## src/rtl/sop_share_pkg.sv

```systemverilog
// Shared types for the time-multiplexed SOP evaluator: FSM states, config word layout, unpack helper.
// Latency: n/a (declarations only).
// Backpressure: n/a.
// Config word layout (LSB first): positive-literal mask, negative-literal mask, output activation.
package sop_share_pkg;

  localparam int N_IN_DEF  = 4;
  localparam int N_OUT_DEF = 3;
  localparam int CW_DEF    = 2*N_IN_DEF + N_OUT_DEF;

  localparam int POS_LSB = 0;
  localparam int NEG_LSB = N_IN_DEF;
  localparam int ACT_LSB = 2*N_IN_DEF;

  typedef enum logic [1:0] {IDLE, EVAL, DONE} state_t;

  typedef logic [CW_DEF-1:0] cfg_word_t;

  typedef struct packed {
    logic [N_OUT_DEF-1:0] act;
    logic [N_IN_DEF-1:0]  neg;
    logic [N_IN_DEF-1:0]  pos;
  } cfg_fields_t;

  function automatic cfg_fields_t cfg_unpack(input cfg_word_t w);
    cfg_fields_t f;
    f.pos = w[POS_LSB +: N_IN_DEF];
    f.neg = w[NEG_LSB +: N_IN_DEF];
    f.act = w[ACT_LSB +: N_OUT_DEF];
    return f;
  endfunction

endpackage

```

## src/rtl/sop_product_eval.sv

```systemverilog
// Single shared product-term evaluator: AND of the selected true/complemented literals.
// Latency: purely combinational.
// Backpressure: none.
// Ports: pos/neg literal masks, in_data operand, prod result (empty product = 1, pos&neg on one bit = 0).
module sop_product_eval #(
  parameter int N_IN = 4
) (
  input  logic [N_IN-1:0] pos,
  input  logic [N_IN-1:0] neg,
  input  logic [N_IN-1:0] in_data,
  output logic            prod
);

  // A literal bit that is not selected contributes a 1 to the AND.
  assign prod = &((~pos | in_data) & (~neg | ~in_data));

endmodule

```

## src/rtl/sop_share_sequencer.sv

```systemverilog
// Run-time-loadable SOP evaluator stepping one product term per cycle through one shared evaluator.
// Latency: in handshake at cycle t -> out_valid at t+PIT+1; one result per PIT+2 cycles with out_ready high.
// Backpressure: result held in DONE until out_ready; cfg/in accepted only in IDLE, cfg wins over in.
// Ports: clk/rst_n; cfg_valid/cfg_ready/cfg_addr/cfg_data table write; in_valid/in_ready/in_data operand;
//   out_valid/out_ready/out_data result; busy (EVAL); cfg_err sticky literal-limit error.
// Optional: SOP_LPP_CHECK_EN rejects writes with more than LPP literals and flags cfg_err.
module sop_share_sequencer
  import sop_share_pkg::*;
#(
  parameter int N_IN  = N_IN_DEF,
  parameter int N_OUT = N_OUT_DEF,
  parameter int PIT   = 10,
  parameter int LPP   = 5,
  parameter int AW    = (PIT > 1) ? $clog2(PIT) : 1,
  parameter int CW    = 2*N_IN + N_OUT
) (
  input  logic             clk,
  input  logic             rst_n,
  input  logic             cfg_valid,
  output logic             cfg_ready,
  input  logic [AW-1:0]    cfg_addr,
  input  logic [CW-1:0]    cfg_data,
  input  logic             in_valid,
  output logic             in_ready,
  input  logic [N_IN-1:0]  in_data,
  output logic             out_valid,
  input  logic             out_ready,
  output logic [N_OUT-1:0] out_data,
  output logic             busy,
  output logic             cfg_err
);

  // Field widths of the table follow the package layout; N_IN/N_OUT track the package defaults.
  state_t            state, state_nxt;
  logic [N_IN-1:0]   tbl_pos [PIT];
  logic [N_IN-1:0]   tbl_neg [PIT];
  logic [N_OUT-1:0]  tbl_act [PIT];
  logic [AW-1:0]     cnt;
  logic [N_IN-1:0]   opnd;
  logic [N_OUT-1:0]  acc;
  logic              prod;
  cfg_fields_t       cfg_f;
  logic              cfg_hs, in_hs, addr_ok, store_ok, last_term;

  assign cfg_f     = cfg_unpack(cfg_data);
  assign cfg_hs    = cfg_valid & cfg_ready;
  assign in_hs     = in_valid & in_ready;
  assign addr_ok   = int'(cfg_addr) < PIT;
  assign last_term = (cnt == AW'(PIT-1));

`ifdef SOP_LPP_CHECK_EN
  function automatic int lit_count(input logic [N_IN-1:0] m);
    int n;
    n = 0;
    for (int i = 0; i < N_IN; i++) n = n + int'(m[i]);
    return n;
  endfunction

  logic lpp_bad;
  logic err_q;

  assign lpp_bad  = lit_count(cfg_f.pos | cfg_f.neg) > LPP;
  // An over-limit write is still acknowledged, it just never reaches the table.
  assign store_ok = cfg_hs & addr_ok & ~lpp_bad;
  assign cfg_err  = err_q;

  always_ff @(posedge clk or negedge rst_n) begin
    if (!rst_n)                err_q <= 1'b0;
    else if (cfg_hs & lpp_bad) err_q <= 1'b1;
  end
`else
  assign store_ok = cfg_hs & addr_ok;
  // LPP only matters to the literal check; this constant keeps the flag low in this build.
  assign cfg_err  = 1'b0 & (LPP != 0);
`endif

  always_ff @(posedge clk or negedge rst_n) begin
    if (!rst_n) state <= IDLE;
    else        state <= state_nxt;
  end

  always_comb begin
    state_nxt = state;
    cfg_ready = 1'b0;
    in_ready  = 1'b0;
    out_valid = 1'b0;
    busy      = 1'b0;
    case (state)
      IDLE: begin
        cfg_ready = 1'b1;
        // A pending config write blocks the operand so the table is settled before evaluation.
        in_ready  = ~cfg_valid;
        if (in_valid && !cfg_valid) state_nxt = EVAL;
      end
      EVAL: begin
        busy = 1'b1;
        if (last_term) state_nxt = DONE;
      end
      DONE: begin
        out_valid = 1'b1;
        if (out_ready) state_nxt = IDLE;
      end
      default: state_nxt = IDLE;
    endcase
  end

  assign out_data = (state == DONE) ? acc : '0;

  always_ff @(posedge clk or negedge rst_n) begin
    if (!rst_n) begin
      cnt  <= '0;
      opnd <= '0;
      acc  <= '0;
      for (int p = 0; p < PIT; p++) begin
        tbl_pos[p] <= '0;
        tbl_neg[p] <= '0;
        tbl_act[p] <= '0;
      end
    end else begin
      if (store_ok) begin
        tbl_pos[cfg_addr] <= cfg_f.pos;
        tbl_neg[cfg_addr] <= cfg_f.neg;
        tbl_act[cfg_addr] <= cfg_f.act;
      end
      if (in_hs) begin
        opnd <= in_data;
        acc  <= '0;
        cnt  <= '0;
      end else if (state == EVAL) begin
        acc <= acc | ({N_OUT{prod}} & tbl_act[cnt]);
        // Hold at the last index; the IDLE reload is the only wrap.
        if (!last_term) cnt <= cnt + 1'b1;
      end
    end
  end

  sop_product_eval #(.N_IN(N_IN)) u_prod (
    .pos     (tbl_pos[cnt]),
    .neg     (tbl_neg[cnt]),
    .in_data (opnd),
    .prod    (prod)
  );

endmodule

```

## config.mk

```make
export PLATFORM = sky130hd
export DESIGN_NAME = sop_share_sequencer
export DESIGN_NICKNAME = d
export VERILOG_FILES = /design/src/rtl/sop_share_pkg.sv /design/src/rtl/sop_product_eval.sv /design/src/rtl/sop_share_sequencer.sv
export SDC_FILE = /design/constraint.sdc
export NUM_CORES = 1
export LEC_CHECK = 0
export CAP_MARGIN = 25
export CELL_PAD_IN_SITES_DETAIL_PLACEMENT = 0
export CELL_PAD_IN_SITES_GLOBAL_PLACEMENT = 2
export CORE_MARGIN = 2
export CORE_UTILIZATION = 46
export CTS_CLUSTER_DIAMETER = 100
export DETAILED_ROUTE_END_ITERATION = 16
export PLACE_DENSITY_LB_ADDON = 0.1
export SLEW_MARGIN = 40
export SYNTH_ARGS = -nofsm -noshare
export SYNTH_HDL_FRONTEND = slang
export SYNTH_SLANG_ARGS = --single-unit
```

## constraint.sdc

```tcl
create_clock -name clk -period 6.05 [get_ports clk]
set_input_delay 1.21 -clock clk [delete_from_list [all_inputs] [get_ports clk]]
set_output_delay 1.21 -clock clk [all_outputs]
set_load 0.03 [all_outputs]
```

==> flow_summary_export.csv <==
group,metric,value,unit
run_status,status,"finished clean",
layout,post-route-util,56.6,%
job,drv_cap,0,
setup_path,worstPathArrival,2.60,ns
clock_tree,clkTransAtPathRegs,0.06,ns
grt,grt_util_all_layers,21.3,%
setup_path,cp_slowest_cell,"clkdlybuf4s50_1",
placed_design,routabilityCongestion,0.758,
grt,grt_pass1_vias,3640,
layout,antenna_cells,0,
setup_path,worstPathMaxFanout,3,
detailed_routing,wirelength,13.1,mm
placed_design,dpl_cell_area,6190,µm²
floorplan,floorplan.initialDensity,47.7,%
synthesis,synth_area,5770,µm²
timing,max_freq,0.262,GHz
synthesis,synth_async_sr_flop_share,100,%
grt,grt_pass1_wl,20.6,mm
synthesis,syn_inst,428,
setup_path,cp_data_required_time,4.84,ns
synthesis,syn-num-nets,454,
power_and_ir_drop,powerDensity,531,nW/µm²
power_and_ir_drop,vdd_drop_max,0.000254,V
power_and_ir_drop,leakage,3.13,nW
clock_tree,cts_root_buf,"clkbuf_16",
detailed_routing,via_per_inst,5.56,
timing,grt_setup_unrepaired,"no",
floorplan,dieHeight,116,µm
synthesis,avgSynthCellArea,13.5,µm²
grt,grt_overflow,0,
clock_tree,htree_levels,4,
timing,worst_clock_skew,0.00933,ns
floorplan,dieArea,13500,µm²
timing,slew_viol_final,0,
setup_path,crit_chain,"clkdlybuf4s50_1, nor3_1, clkdlybuf4s50_1",
synthesis,ys_warn_count,0,
detailed_routing,drt_iter0_markers,149,
synthesis,synth-edff-count,0,
timing,worst_pin_slew,0.843,ns
setup_path,cp-start-kind,"input port",
grt,grt_max_degree,74,
synthesis,synth_area_leaders,"dfrtp_1, mux2_2, mux2i_1",
setup_path,path_delay_family,"buffers and inverters",
detailed_routing,dr.pass1.iters,4,
worst_hold_path,hold_class,"reg -> reg",
detailed_routing,vias,3507,
setup_path,critPathKind,"in -> out",
synthesis,yosysTopAreaCellShare,53.3,%
clock_tree,post_cts_buffers,0,
detailed_routing,ant_nets,0,
floorplan,core,12100,µm²
layout,drive_gt1_share,35.4,%
layout,layout-area-overhead-vs-synth,18.7,%
floorplan,ios,32,
clock_tree,cts_tree,"yes",
synthesis,synth_area_leader_cell,"dfrtp_1",
setup_path,worst_path_most_repeated_cell,"clkdlybuf4s50_1",
synthesis,ys.flop_type,"dfrtp_1",
synthesis,synth-seq-cells,123,
power_and_ir_drop,power,3.64,mW
setup_path,cpPeakStageDelay,0.73,ns
placed_design,dp_hpwl,7.94,mm
clock_tree,cts_resized,0,
placed_design,pre_cts_ws,2.25,ns
detailed_routing,drc_errors,0,
grt,antenna_found_initial,0,
synthesis,yosysSeqAreaShare,53.3,%
clock_tree,clockBufferDepth,2,
timing,slew_headroom,43.6,%
floorplan,rows,40,
layout,finalInstanceArea,6850,µm²
clock_tree,clock-sinks,123,
timing,fin_crit,3.81,ns
placed_design,dpl.cell_count,599,
timing,hold_viol_final,0,
layout,nets,476,
synthesis,synth.distinct_cells,43,
detailed_routing,wl_per_cell,20.8,µm
setup_path,path_buf_inv,2,
timing,setup_violations,0,
timing,holdWs,0.481,ns
timing,period_share,63.0,%
placed_design,io_buffers,30,
timing,setup_slack,2.24,ns
clock_tree,clock_latency,0.42,ns
timing,setup_tns,0,ns
floorplan,fp.dieW,116,µm
setup_path,endpoint_kind,"output port",
clock_tree,ctsHoldBuffers,0,
layout,finalNonFillerCells,631,
clock_tree,cts_buffers,17,
## Yosys cell counts (all sizes together) (3+ instances only)
cell type / n
nor2: 18
mux2i: 33
clkbuf: 9
and2: 6
o31ai: 3
nor2b: 6
mux4: 12
nand2b: 5
inv: 3
dfrtp: 123
o311ai: 3
nand2: 23
o22ai: 4
buf: 25
mux2: 110
o221ai: 3
nand3: 4
a21oi: 6
## tightest hold or removal path, delay by kind of cell, from the launching register on
kind | cells | cell delay (ns)
AOI/OAI and AO/OA | 1 | 0.05
and+or+nand+nor | 1 | 0.05
DFF | 1 | 0.34
## power by group
group | switching, mW | leakage (nW) | internal, mW
Sequential | 0.215 | 1.58 | 1.19
Clock | 0.361 | 0.318 | 0.760
Combinational | 0.501 | 1.23 | 0.610
## cells in the final DEF, fill, tap and decap left out, types with 7 or more instances in the layout
master / n
buf_4: 7
mux4_1: 7
mux2i_1: 33
mux2_2: 110
nand2_1: 23
nor2_1: 18
dfrtp_1: 121
clkbuf_16: 17
clkdlybuf4s50_1: 29
## sequential cells by signal, indices dropped and copies added, names as in the netlist
register / count
state: 2
cnt: 4
opnd: 4
tbl_act: 30
tbl_pos: 40
acc: 3
tbl_neg: 40
## cell families after synthesis
group / after synthesis / synth area share, %
DFF: 123 / 53.3
xor gates and xnor gates: 3 / 0.455
AOI/OAI and AO/OA: 32 / 3.95
buffers and inverters: 37 / 2.97
adders and majority gates: 2 / 0.433
muxes: 155 / 32.3
other: 1 / 0.0650
and+or+nand+nor: 75 / 6.48
## final timing paths
kind,cells past startpoint,to,start,slack (ns)
max,3,in_ready,cfg_valid,2.24
min,2,acc[0],acc[0],0.48
min reg2reg,2,acc[0],acc[0],0.48
max in group asynchronous,2,opnd[1],rst_n,4.14
min in group asynchronous,1,state[0],rst_n,0.82
max reg2reg,6,acc[2],cnt[0],3.49
## area by class of cell
| class | instances | area (µm²) |
|---|---|---|
| Inverter | 3 | 11.3 |
| Clock buffer | 20 | 467 |
| Clock inverter | 12 | 193 |
| Sequential cell | 123 | 3080 |
| Timing Repair Buffer | 37 | 354 |
| Fill cell | 1008 | 5260 |
| Multi-Input combinational cell | 268 | 2540 |
| Tap cell | 168 | 210 |
## layer usage
metal | vias to the layer above | routed length (µm) | track usage [%]
li1 | 1593 | - | -
met1 | 1846 | 6090 | 27.9
met2 | 54 | 6420 | 35.0
met3 | 14 | 410 | 4.60
met4 | 0 | 194 | 8.17
met5 | - | 0 | 0
Note: power is estimated with default switching activity, not from simulation.
